===== config.mk =====
export PLATFORM = sky130hd
export DESIGN_NAME = serial_add_ctrl
export DESIGN_NICKNAME = d
export VERILOG_FILES = /design/src/rtl/serial_add_ctrl_pkg.sv /design/src/rtl/add1b.sv /design/src/rtl/serial_add_ctrl.sv
export SDC_FILE = /design/constraint.sdc
export NUM_CORES = 1
export LEC_CHECK = 0
export CAP_MARGIN = 20
export CELL_PAD_IN_SITES_DETAIL_PLACEMENT = 1
export CELL_PAD_IN_SITES_GLOBAL_PLACEMENT = 2
export CORE_MARGIN = 4
export CORE_UTILIZATION = 28
export CTS_BUF_LIST = sky130_fd_sc_hd__clkbuf_16
export DETAILED_ROUTE_END_ITERATION = 10
export PLACE_DENSITY = 0.74
export RECOVER_POWER = 100
export SLEW_MARGIN = 20
export SYNTH_ARGS = -nofsm -noshare
export SYNTH_HDL_FRONTEND = slang
export SYNTH_HIERARCHICAL = 1
export SYNTH_SLANG_ARGS = --single-unit

===== constraint.sdc =====
create_clock -name clk -period 1.4 [get_ports clk]
set_clock_uncertainty 0.2 [all_clocks]
set_input_delay 0.28 -clock clk [delete_from_list [all_inputs] [get_ports clk]]
set_output_delay 0.28 -clock clk [all_outputs]
set_load 0.03 [all_outputs]

===== src/rtl/serial_add_ctrl_pkg.sv =====
// Shared definitions for the bit-serial add/subtract sequencer:
// FSM state encoding, default operand width and the bit-counter width helper.
package serial_add_ctrl_pkg;

   typedef enum logic [1:0] {
      IDLE = 2'b00,
      RUN  = 2'b01,
      FIN  = 2'b10
   } state_t;

   localparam int DEFAULT_WIDTH = 16;

   // Bit counter only has to reach WIDTH-1, so clog2(WIDTH) bits suffice;
   // never let it collapse to zero bits.
   function automatic int cnt_width(input int w);
      return (w < 2) ? 1 : $clog2(w);
   endfunction

endpackage


===== src/rtl/add1b.sv =====
// Single 1-bit full-adder cell shared by the serial datapaths.
module add1b (
   input  logic a,
   input  logic b,
   input  logic ci,
   output logic r,
   output logic co
);

   assign r  = a ^ b ^ ci;
   assign co = (a & b) | (a & ci) | (b & ci);

endmodule


===== src/rtl/serial_add_ctrl.sv =====
// Bit-serial add/subtract sequencer: operands are shifted LSB-first through
// one full-adder cell, one bit per clock, and the result is returned with
// carry-out and signed overflow on a start/done handshake.
module serial_add_ctrl
   import serial_add_ctrl_pkg::*;
#(
   parameter int WIDTH = DEFAULT_WIDTH
) (
   input  logic             clk,
   input  logic             reset,
   input  logic             start,
   input  logic             sub,
   input  logic [WIDTH-1:0] a,
   input  logic [WIDTH-1:0] b,
   output logic             busy,
   output logic             done,
   output logic [WIDTH-1:0] result,
   output logic             cout,
   output logic             overflow
);

   localparam int CW = cnt_width(WIDTH);

   state_t           state;
   logic [WIDTH-1:0] op_a;
   logic [WIDTH-1:0] op_b;
   logic [WIDTH-1:0] acc;
   logic             carry;
   logic [CW-1:0]    cnt;
   logic             sum_bit;
   logic             carry_out;
   logic             last_bit;

   add1b u_add1b (
      .a  (op_a[0]),
      .b  (op_b[0]),
      .ci (carry),
      .r  (sum_bit),
      .co (carry_out)
   );

   assign last_bit = (cnt == CW'(WIDTH - 1));

   // Controller, operand shift registers and flag capture. On the MSB cycle
   // the carry flop still holds the carry into the MSB, so signed overflow is
   // that carry XOR the cell's carry-out; the flags are registered so they
   // appear together with the done pulse.
   always_ff @(posedge clk) begin
      if (reset) begin
         state    <= IDLE;
         busy     <= 1'b0;
         done     <= 1'b0;
         result   <= '0;
         cout     <= 1'b0;
         overflow <= 1'b0;
         op_a     <= '0;
         op_b     <= '0;
         acc      <= '0;
         carry    <= 1'b0;
         cnt      <= '0;
      end else begin
         case (state)
            IDLE, FIN: begin
               done <= 1'b0;
               if (start) begin
                  op_a  <= a;
                  op_b  <= sub ? ~b : b;
                  carry <= sub;
                  cnt   <= '0;
                  busy  <= 1'b1;
                  state <= RUN;
               end else begin
                  busy  <= 1'b0;
                  state <= IDLE;
               end
            end
            RUN: begin
               acc   <= {sum_bit, acc[WIDTH-1:1]};
               op_a  <= {1'b0, op_a[WIDTH-1:1]};
               op_b  <= {1'b0, op_b[WIDTH-1:1]};
               carry <= carry_out;
               cnt   <= cnt + 1'b1;
               if (last_bit) begin
                  result   <= {sum_bit, acc[WIDTH-1:1]};
                  cout     <= carry_out;
                  overflow <= carry ^ carry_out;
                  done     <= 1'b1;
                  busy     <= 1'b0;
                  state    <= FIN;
               end
            end
            default: begin
               busy  <= 1'b0;
               done  <= 1'b0;
               state <= IDLE;
            end
         endcase
      end
   end

endmodule


# ---- Word-level counts from Yosys, hierarchy flattened
# Cells that the tools add are included.
dict set report totals {
  regBits 75
  out_inout_bits 20
}
dict set report classes {
  n_reduce_logical 6
  muxes 15
  bitwise_logic 10
  add_sub_neg 1
  n_eq_ne 5
}
# cell n
set ops {}
lappend ops {{16-bit case mux with 2 select lines} 2}
lappend ops {{16-bit 2-to-1 mux} 3}
lappend ops {{16-bit NOT} 1}
lappend ops {{4-bit case mux with 2 select lines} 1}
lappend ops {{4-bit by 1-bit adder with 4-bit output, second input constant} 1}
lappend ops {{4-bit == test, second input constant} 1}
lappend ops {{1-bit 2-to-1 mux} 4}
lappend ops {{4-bit 2-to-1 mux} 1}
lappend ops {{2-bit != test, second input constant} 2}
lappend ops {{1-bit case mux with 2 select lines} 2}
lappend ops {{2-bit case mux with 2 select lines} 1}
lappend ops {{2-bit AND reduction} 2}
lappend ops {{2-bit OR reduction} 2}
lappend ops {{1-bit bitwise AND} 3}
lappend ops {{1-bit XOR} 3}
lappend ops {{2-bit by 1-bit == test with 1-bit output, second input constant} 1}
lappend ops {{2-bit == test, second input constant} 1}
lappend ops {{2-bit logical NOT} 1}
lappend ops {{2-bit 2-to-1 mux} 1}
lappend ops {{1-bit bitwise OR} 2}
lappend ops {{2-bit nonzero test} 1}
lappend ops {{1-bit NOT} 1}

# ---- Longest topological paths before layout
# Gate-level depths: netlist of run 1.
dict set report logic_depth {
  ltp_word 4
  ltp_mapped 6
  ltp_nobuf 4
}

# ---- Hierarchy
# The synthesis of run 1 kept the hierarchy.
# module instances area_each_um2 cells_each
set modules_own_cells {}
lappend modules_own_cells {serial_add_ctrl 1 3025.4 351}
lappend modules_own_cells {add1b 1 20.0 1}

# ---- Least setup slack after synthesis of run 1
# Ideal clock, no wire load.
dict set report synth_path {
  path_type {flip-flop to flip-flop}
  from {register state[0]}
  to {register overflow}
  stages_incl_launch_ff 6
  path_slack_ps -162
  setup_time_ps 88
  path_buffers 2
  arrival_time_ps 1274
  path_cell_list {dfxtp_1 -> nor2b_1 -> buf_4 -> buf_6 -> a21oi_1 -> a311oi_2}
}
dict set report synth_between {
  elab_chain_cells 2
}
# item line_no
set synth_lines {}
lappend synth_lines {{start, declared} serial_add_ctrl.sv:24} ;# state_t state;
lappend synth_lines {{start signal, assigned} serial_add_ctrl.sv:50} ;# state <= IDLE;
lappend synth_lines {{start signal, assigned} serial_add_ctrl.sv:71} ;# state <= RUN;
lappend synth_lines {{start signal, assigned} serial_add_ctrl.sv:74} ;# state <= IDLE;
lappend synth_lines {{2-bit by 1-bit == test with 1-bit output} serial_add_ctrl.sv:62} ;# case (state)
lappend synth_lines {{2-bit AND reduction (no source line)} --}
lappend synth_lines {{end signal, assigned} serial_add_ctrl.sv:86} ;# overflow <= carry ^ carry_out;
lappend synth_lines {{end, declared} serial_add_ctrl.sv:19} ;# output logic overflow
# No other way between the ends.
# A chain may end at the register's enable or synchronous reset.

# ---- Worst setup path after layout of run 1
dict set report layout_path {
  from {register state[0]}
  to {register op_a[8]}
}
dict set report layout_between {
  elab_chain_cells 4
  word_cells_on_any_way 8
  cone_classes {eq/ne: 3; mux: 1; reduce/logical: 4}
}
# item line_no
set layout_lines {}
lappend layout_lines {{2-bit == test / 2-bit logical NOT (equally long branches)} serial_add_ctrl.sv:62}
lappend layout_lines {{2-bit OR reduction} serial_add_ctrl.sv:62}
lappend layout_lines {{2-bit != test (no source line) / 2-bit nonzero test (equally long branches)} --}
lappend layout_lines {{2-bit AND reduction (no source line)} --}
lappend layout_lines {{end signal, assigned} serial_add_ctrl.sv:79} ;# op_a <= {1'b0, op_a[WIDTH-1:1]};
lappend layout_lines {{end, declared} serial_add_ctrl.sv:25} ;# logic [WIDTH-1:0] op_a;
# Parallel ways exist; a longest one is shown, timed or not.

==> impl_metrics.json, run 1 <==
{
  "route.detailed.wl_per_inst_um": 16.0,
  "synthesis.instances": 352,
  "synth_simple_gate_area_share_pct": 15.0,
  "pin_count_of_the_biggest_net_entering_global_routing": 40,
  "setup_viol": 28,
  "wire_length_of_the_first_global_routing_pass_um": 14100,
  "synth_xor_xnor_area_share_pct": 4.89,
  "dieArea_um2": 12600,
  "floorplan.rows": 37,
  "timing_worst_slew_pin_value_ps": 262,
  "synthAdderAreaFrac_pct": 1.07,
  "synth_top_family_by_area": "compound AO/OA/AOI/OAI gates",
  "post_drt_via_cell_ratio": 5.06,
  "synth.avg_cell_area_um2": 8.65,
  "synth_top_cell_by_area": "sky130_fd_sc_hd__dfxtp_1",
  "timing.max_cap.violations": 0,
  "outcome": "finished with violations",
  "placed_wire_length_estimate_um": 5370,
  "ioPinCount": 56,
  "grt_use_met2_pct": 21.0,
  "post-place-ws_ps": -406,
  "failed_checks": "setup timing",
  "critPathCaptureType": "flop",
  "detailroute.via_count": 2876,
  "timing.fmax_ghz": 0.692,
  "netlist.area_leader.share_pct": 48.0,
  "drt_pass1_iterations": 6,
  "design.final.nets": 465,
  "drive_above_1_share_pct": 33.1,
  "synth.top_cells.by_area": "sky130_fd_sc_hd__dfxtp_1 48%, sky130_fd_sc_hd__a21oi_1 11%, sky130_fd_sc_hd__nand3_1 8.5%",
  "synth-edff-count": 0,
  "yosys.cell_types.count": 27,
  "power_per_cell_area_nw_per_um2": 1160,
  "antenna_found_initial": 0,
  "grt_overflow_total": 0,
  "initial_utilization_pct": 29.1,
  "register_bit_total_from_synthesis": 73,
  "fin_setup_tns_ps": -533,
  "tritoncts": "yes",
  "synth_commonest_cells": "73 x sky130_fd_sc_hd__dfxtp_1, 69 x sky130_fd_sc_hd__a21oi_1, 52 x sky130_fd_sc_hd__nand3_1",
  "internal-power_w": 0.00412,
  "synthesis.nets": 390,
  "max-slew-margin-rel_pct": 82.5,
  "place.port_buffers": 55,
  "leak_pwr_nw": 1.67,
  "place_area_um2": 3870,
  "drc_errors": 0,
  "timing_worst_setup_path_type": "flop to flop",
  "period_share_pct": 103,
  "clock_sinks": 73,
  "number_of_global_route_vias_before_repair": 2869,
  "p_sw_w": 0.00130,
  "drt_iter0_markers": 119,
  "post_layout_instance_area_um2": 4660,
  "layout_setup_ws_ps": -45.2,
  "hold_viol_final": 0,
  "pwr-share-clk_pct": 43.6,
  "synth-compound-area-share_pct": 23.0,
  "area_growth_pct": 52.9,
  "grt_use_total_pct": 13.5,
  "cts.reportedPaths.clkPinSlew_ps": 60,
  "clockRootBuffer": "sky130_fd_sc_hd__clkbuf_16",
  "use_met3_pct": 2.96,
  "htree_levels": 3,
  "hold_path.class": "input pin to flop",
  "clock_insertion_delay_worst_skew_ps": 330,
  "critical_path.startpoint_type": "flop",
  "p_seq_share_pct": 41.0,
  "max-clock-path-buffers": 2,
  "report.final.slew_viol_count": 0,
  "cts_inserted_buffers": 9,
  "post-synth-top-count-cell": "sky130_fd_sc_hd__dfxtp_1",
  "ys.flop_type": "sky130_fd_sc_hd__dfxtp_1",
  "synthMuxAreaShare_pct": 1.19,
  "antennaDiodeCount": 0,
  "grt_util_met1_pct": 17.9,
  "setup_repair_after_global_routing_missed_its_margin": "true",
  "synth.cell_area_um2": 3050,
  "worst_ep_arrival_time_ps": 1460,
  "coreArea_um2": 10500,
  "number_of_nets_with_antenna_violations_after_detailed_routing": 0,
  "fp.dieW_um": 112,
  "yosysWarnings": 6,
  "vdd_drop_max_v": 0.000579,
  "critical_path.max_fanout": 7,
  "ys_seq_area_share_pct": 48.0,
  "fin_worst_hold_slack_ps": 150,
  "gp_congestion": 0.690,
  "share_comb_of_total_power_pct": 15.4,
  "finalWirelength_um": 9110,
  "worst_ep_required_ps": 1410,
  "final_min_period_ps": 1450,
  "asyncSetResetFlopFracSynth_pct": 0,
  "busiest_layer": "met2",
  "overall_die_height_um": 112,
  "switching_share_pct": 24.0
}
cell families after synthesis:
family	count (synthesis)
xor gates and xnor gates	17
and+or+nand+nor	98
muxes	3
AOI/OAI and AO/OA	121
buffers and inverters	38
adders and majority gates	2
DFF	73
layout make-up:
type,instances,area [um2]
well taps,136,170
flip-flops and latches,73,1470
clock buffers,9,225
multi-input cells,242,1660
fillers,1209,5810
repair buffers,100,1040
inverters,1,3.75
clock inverters,7,80.1
metal layers:
metal  vias to the layer above  wire (um)
met2                        52       4520
met3                        17        247
met4                         0        197
met5                         -          0
li1                       1405          -
met1                      1402       4140
cells in the final DEF (no fill, tap or decap), types with 4 or more instances in the layout:
cell type	synthesis	layout
sky130_fd_sc_hd__dfxtp_1	73	68
sky130_fd_sc_hd__a21oi_1	69	57
sky130_fd_sc_hd__nand3_1	52	47
sky130_fd_sc_hd__clkdlybuf4s50_1	0	34
sky130_fd_sc_hd__nand2_1	33	31
sky130_fd_sc_hd__a22oi_2	0	29
sky130_fd_sc_hd__buf_4	6	23
sky130_fd_sc_hd__xor2_1	16	16
sky130_fd_sc_hd__o21ai_0	19	16
sky130_fd_sc_hd__a21oi_2	0	12
sky130_fd_sc_hd__clkbuf_16	0	12
sky130_fd_sc_hd__buf_12	0	12
sky130_fd_sc_hd__buf_6	3	9
sky130_fd_sc_hd__buf_2	18	9
sky130_fd_sc_hd__clkbuf_2	0	8
sky130_fd_sc_hd__inv_1	1	5
sky130_fd_sc_hd__nand3_2	0	4
flip-flops by register name, summed over array words and instances (netlist names):
name      count
op_a         16
op_b         16
result       16
acc          15
cnt           4
state         2
carry         1
cout          1
done          1
overflow      1
critical path, stage by stage, from the launching register on:
cell,delay [ps]
sky130_fd_sc_hd__dfxtp_4,410
sky130_fd_sc_hd__buf_6,120
sky130_fd_sc_hd__nor2b_4,40
sky130_fd_sc_hd__buf_12,140
sky130_fd_sc_hd__clkbuf_16,160
sky130_fd_sc_hd__a22oi_2,170
sky130_fd_sc_hd__a21oi_1,80
worst paths after layout:
check	slack (ps)	depth (start not counted)	endpoint	from
min	150	3	cnt[1]$_SDFFE_PP0P_	reset
min reg2reg	270	2	result[0]$_SDFFE_PP0P_	acc[1]$_SDFFE_PP0P_
max reg2reg	-50	6	op_a[8]$_SDFFE_PP0P_	state[0]$_SDFFE_PP0P_
max	-50	6	op_a[8]$_SDFFE_PP0P_	state[0]$_SDFFE_PP0P_
through the flow:
step	cells	utilization, %	total power (W)
after floorplan	352	-	0.00261
after global placement	538	37.0	0.00285
after detailed placement	538	37.0	0.00286
after CTS	556	40.5	0.00527
after global routing	568	44.5	0.00567
final	568	44.5	0.00542
power groups by stage:
stage	sequential [W]	combinational [W]	clock, W
after global routing	0.00224	0.000903	0.00253
after CTS	0.00221	0.000627	0.00243
final	0.00223	0.000834	0.00236
after global placement	0.00225	0.000597	0
after floorplan	0.00225	0.000361	0
after detailed placement	0.00226	0.000606	0
what timing repair did:
item                                    CTS  global route
hold buffers                              0             0
cloned                                    1             4
pin swaps                                 2            47
setup buffers                             1             9
endpoints found under the setup margin   60            62
resized for setup                        15            71
No activity file was read; power rests on OpenSTA's default activity.
==> run 2: changes to the inputs <==
CAP_MARGIN = 0   (was 20)
REMOVE_ABC_BUFFERS = 1   (was unset)
==> run 2 against run 1 <==
Effect of this change: the run still ends with setup timing left; critical path depth is the same; final area up 6.1%; sequential power is essentially flat; clock power rose by 3%; global-route usage grew 0.62 points; worst setup slack worse by 26 ps; combinational power up 11%; clock-buffer cell count did not move; maximum frequency is 1.7% lower; final cell count grew 1.9%; highest routed layer unchanged.
==> impl_metrics.json, run 2 (synthesis gave the netlist of run 1 again) <==
{
  "initial_utilization_pct": 29.1,
  "critPathSlowestCell": "sky130_fd_sc_hd__dfxtp_4",
  "outcome": "finished with violations",
  "setup_viol": 48,
  "worst-path-buf-inv": 3,
  "final.fill_count": 1196,
  "p_total_w": 0.00559,
  "pin_count_of_the_biggest_net_entering_global_routing": 31,
  "max-clock-path-buffers": 2,
  "design.final.nets": 476,
  "worstReg2RegStart": "state[0]$_SDFFE_PP0P_",
  "final_cell_mix": "68 x sky130_fd_sc_hd__dfxtp_1, 54 x sky130_fd_sc_hd__a21oi_1, 44 x sky130_fd_sc_hd__nand3_1",
  "vdd_drop_max_v": 0.000503,
  "route.detailed.wl_per_inst_um": 17.6,
  "timing_worst_slew_pin_value_ps": 298,
  "sequence_of_cells_on_the_critical_path": "nor2b_4 -> buf_12 -> buf_12 -> buf_12 -> a22oi_2 -> a21oi_2",
  "placed_wire_length_estimate_um": 5390,
  "area_growth_pct": 62.3,
  "period_share_pct": 105,
  "timing.fmax_ghz": 0.680,
  "timing_worst_setup_path_type": "flop to flop",
  "post_drt_via_cell_ratio": 5.02,
  "number_of_global_route_vias_before_repair": 2982,
  "fp.dieW_um": 112,
  "floorplan.rows": 37,
  "hold_buffers": 0,
  "final-seq-area_um2": 1470,
  "cts_inserted_buffers": 9,
  "ioPinCount": 56,
  "power_per_cell_area_nw_per_um2": 1130,
  "critical_path.startpoint_type": "flop",
  "largestRegisters": "op_a x16, op_b x16, result x16",
  "wire_length_of_the_first_global_routing_pass_um": 14600,
  "hold_viol_final": 0,
  "drive_above_1_share_pct": 35.7,
  "fin_setup_tns_ps": -1550,
  "max-slew-margin-rel_pct": 80.2,
  "min_from": "reset",
  "clock_insertion_delay_worst_skew_ps": 330,
  "antennaDiodeCount": 0,
  "gp_congestion": 0.703,
  "antenna_found_initial": 0,
  "timing.max_cap.violations": 0,
  "dp.cells": 534,
  "dieArea_um2": 12600,
  "crit_path_frequent_cell": "sky130_fd_sc_hd__buf_12",
  "hold_path.class": "input pin to flop",
  "setup_repair_after_global_routing_missed_its_margin": "true",
  "worst_ep_arrival_time_ps": 1480,
  "failed_checks": "setup timing",
  "multi_input_area_um2": 1680,
  "coreArea_um2": 10500,
  "htree_levels": 3,
  "critPathCaptureType": "flop",
  "cp_slowest_stage_delay_ps": 370,
  "grt_overflow_total": 0,
  "final_cells": 579,
  "clock_sinks": 73,
  "tritoncts": "yes",
  "number_of_nets_with_antenna_violations_after_detailed_routing": 0,
  "critical_path.top_delay_family": "buffers and inverters",
  "clockRootBuffer": "sky130_fd_sc_hd__clkbuf_16",
  "place.port_buffers": 55,
  "critPathLaunch": "state[0]$_SDFFE_PP0P_",
  "report.final.slew_viol_count": 0,
  "finalWirelength_um": 10200,
  "drt_pass1_iterations": 6,
  "final_min_period_ps": 1470,
  "cts.reportedPaths.clkPinSlew_ps": 60,
  "worst_ep_required_ps": 1410,
  "layout_setup_ws_ps": -70.9,
  "drc_errors": 0,
  "leak_pwr_nw": 1.78,
  "overall_die_height_um": 112,
  "detailroute.via_count": 2906,
  "drt_iter0_markers": 131,
  "most_common_cell_after_layout_fill_and_taps_aside": "sky130_fd_sc_hd__dfxtp_1",
  "critical_path.max_fanout": 6,
  "grt_use_total_pct": 14.1
}
[run 2: path summary, 6_finish.rpt]
kind / endpoint / slack (ps) / cells past startpoint
worst max-delay path: op_b[1]$_SDFFE_PP0P_ / -70 / 6
worst min-delay path: result[12]$_SDFFE_PP0P_ / 110 / 3
worst max register to register: op_b[1]$_SDFFE_PP0P_ / -70 / 6
worst min register to register: result[2]$_SDFFE_PP0P_ / 260 / 2
[run 2: area by class of cell]
type	count	share of cell area, %
Clock inverter	7	1.75
Tap cell	136	3.44
Inverter	1	0.0759
Multi-Input combinational cell	241	34.0
Sequential cell	73	29.7
Timing Repair Buffer	112	26.4
Clock buffer	9	4.56
[run 2: worst reg2reg max path, delay by kind of cell, from the launching register on]
kind | cells | cell delay [ps]
buffers and inverters | 3 | 390
DFF | 1 | 370
AOI/OAI and AO/OA | 2 | 250
and+or+nand+nor | 1 | 140
[run 2: metrics by stage]
step	hold slack [ps]	utilization (%)	worst slack, ps	cell area [um2]
after global placement	243	36.2	-338	3790
after floorplan	145	-	-2440	2840
after detailed placement	262	36.2	-378	3790
final	113	47.2	-70.9	4940
after global routing	124	47.2	-137	4940
after CTS	100	41.3	-28.2	4320
[run 2: where the power goes]
group	internal, W	switching (W)
clock	0.00154	0.000897
combinational	0.000487	0.000437
sequential	0.00216	0.0000636
[run 2: metal layers]
layer | vias to the layer above | track usage, % | part of all wire (%)
met5 | - | 0 | 0
li1 | 1428 | - | -
met1 | 1408 | 17.6 | 43
met3 | 15 | 3.77 | 3.7
met4 | 0 | 3.69 | 1.5
met2 | 55 | 24.1 | 52
[run 2: what timing repair did]
item / 4_1_cts / 5_1_grt
cloned: 2 / 11
setup buffers: 7 / 11
pin swaps: 4 / 41
setup endpoints to repair: 53 / 67
hold endpoints to repair: 0 / 0
resized for setup: 26 / 85
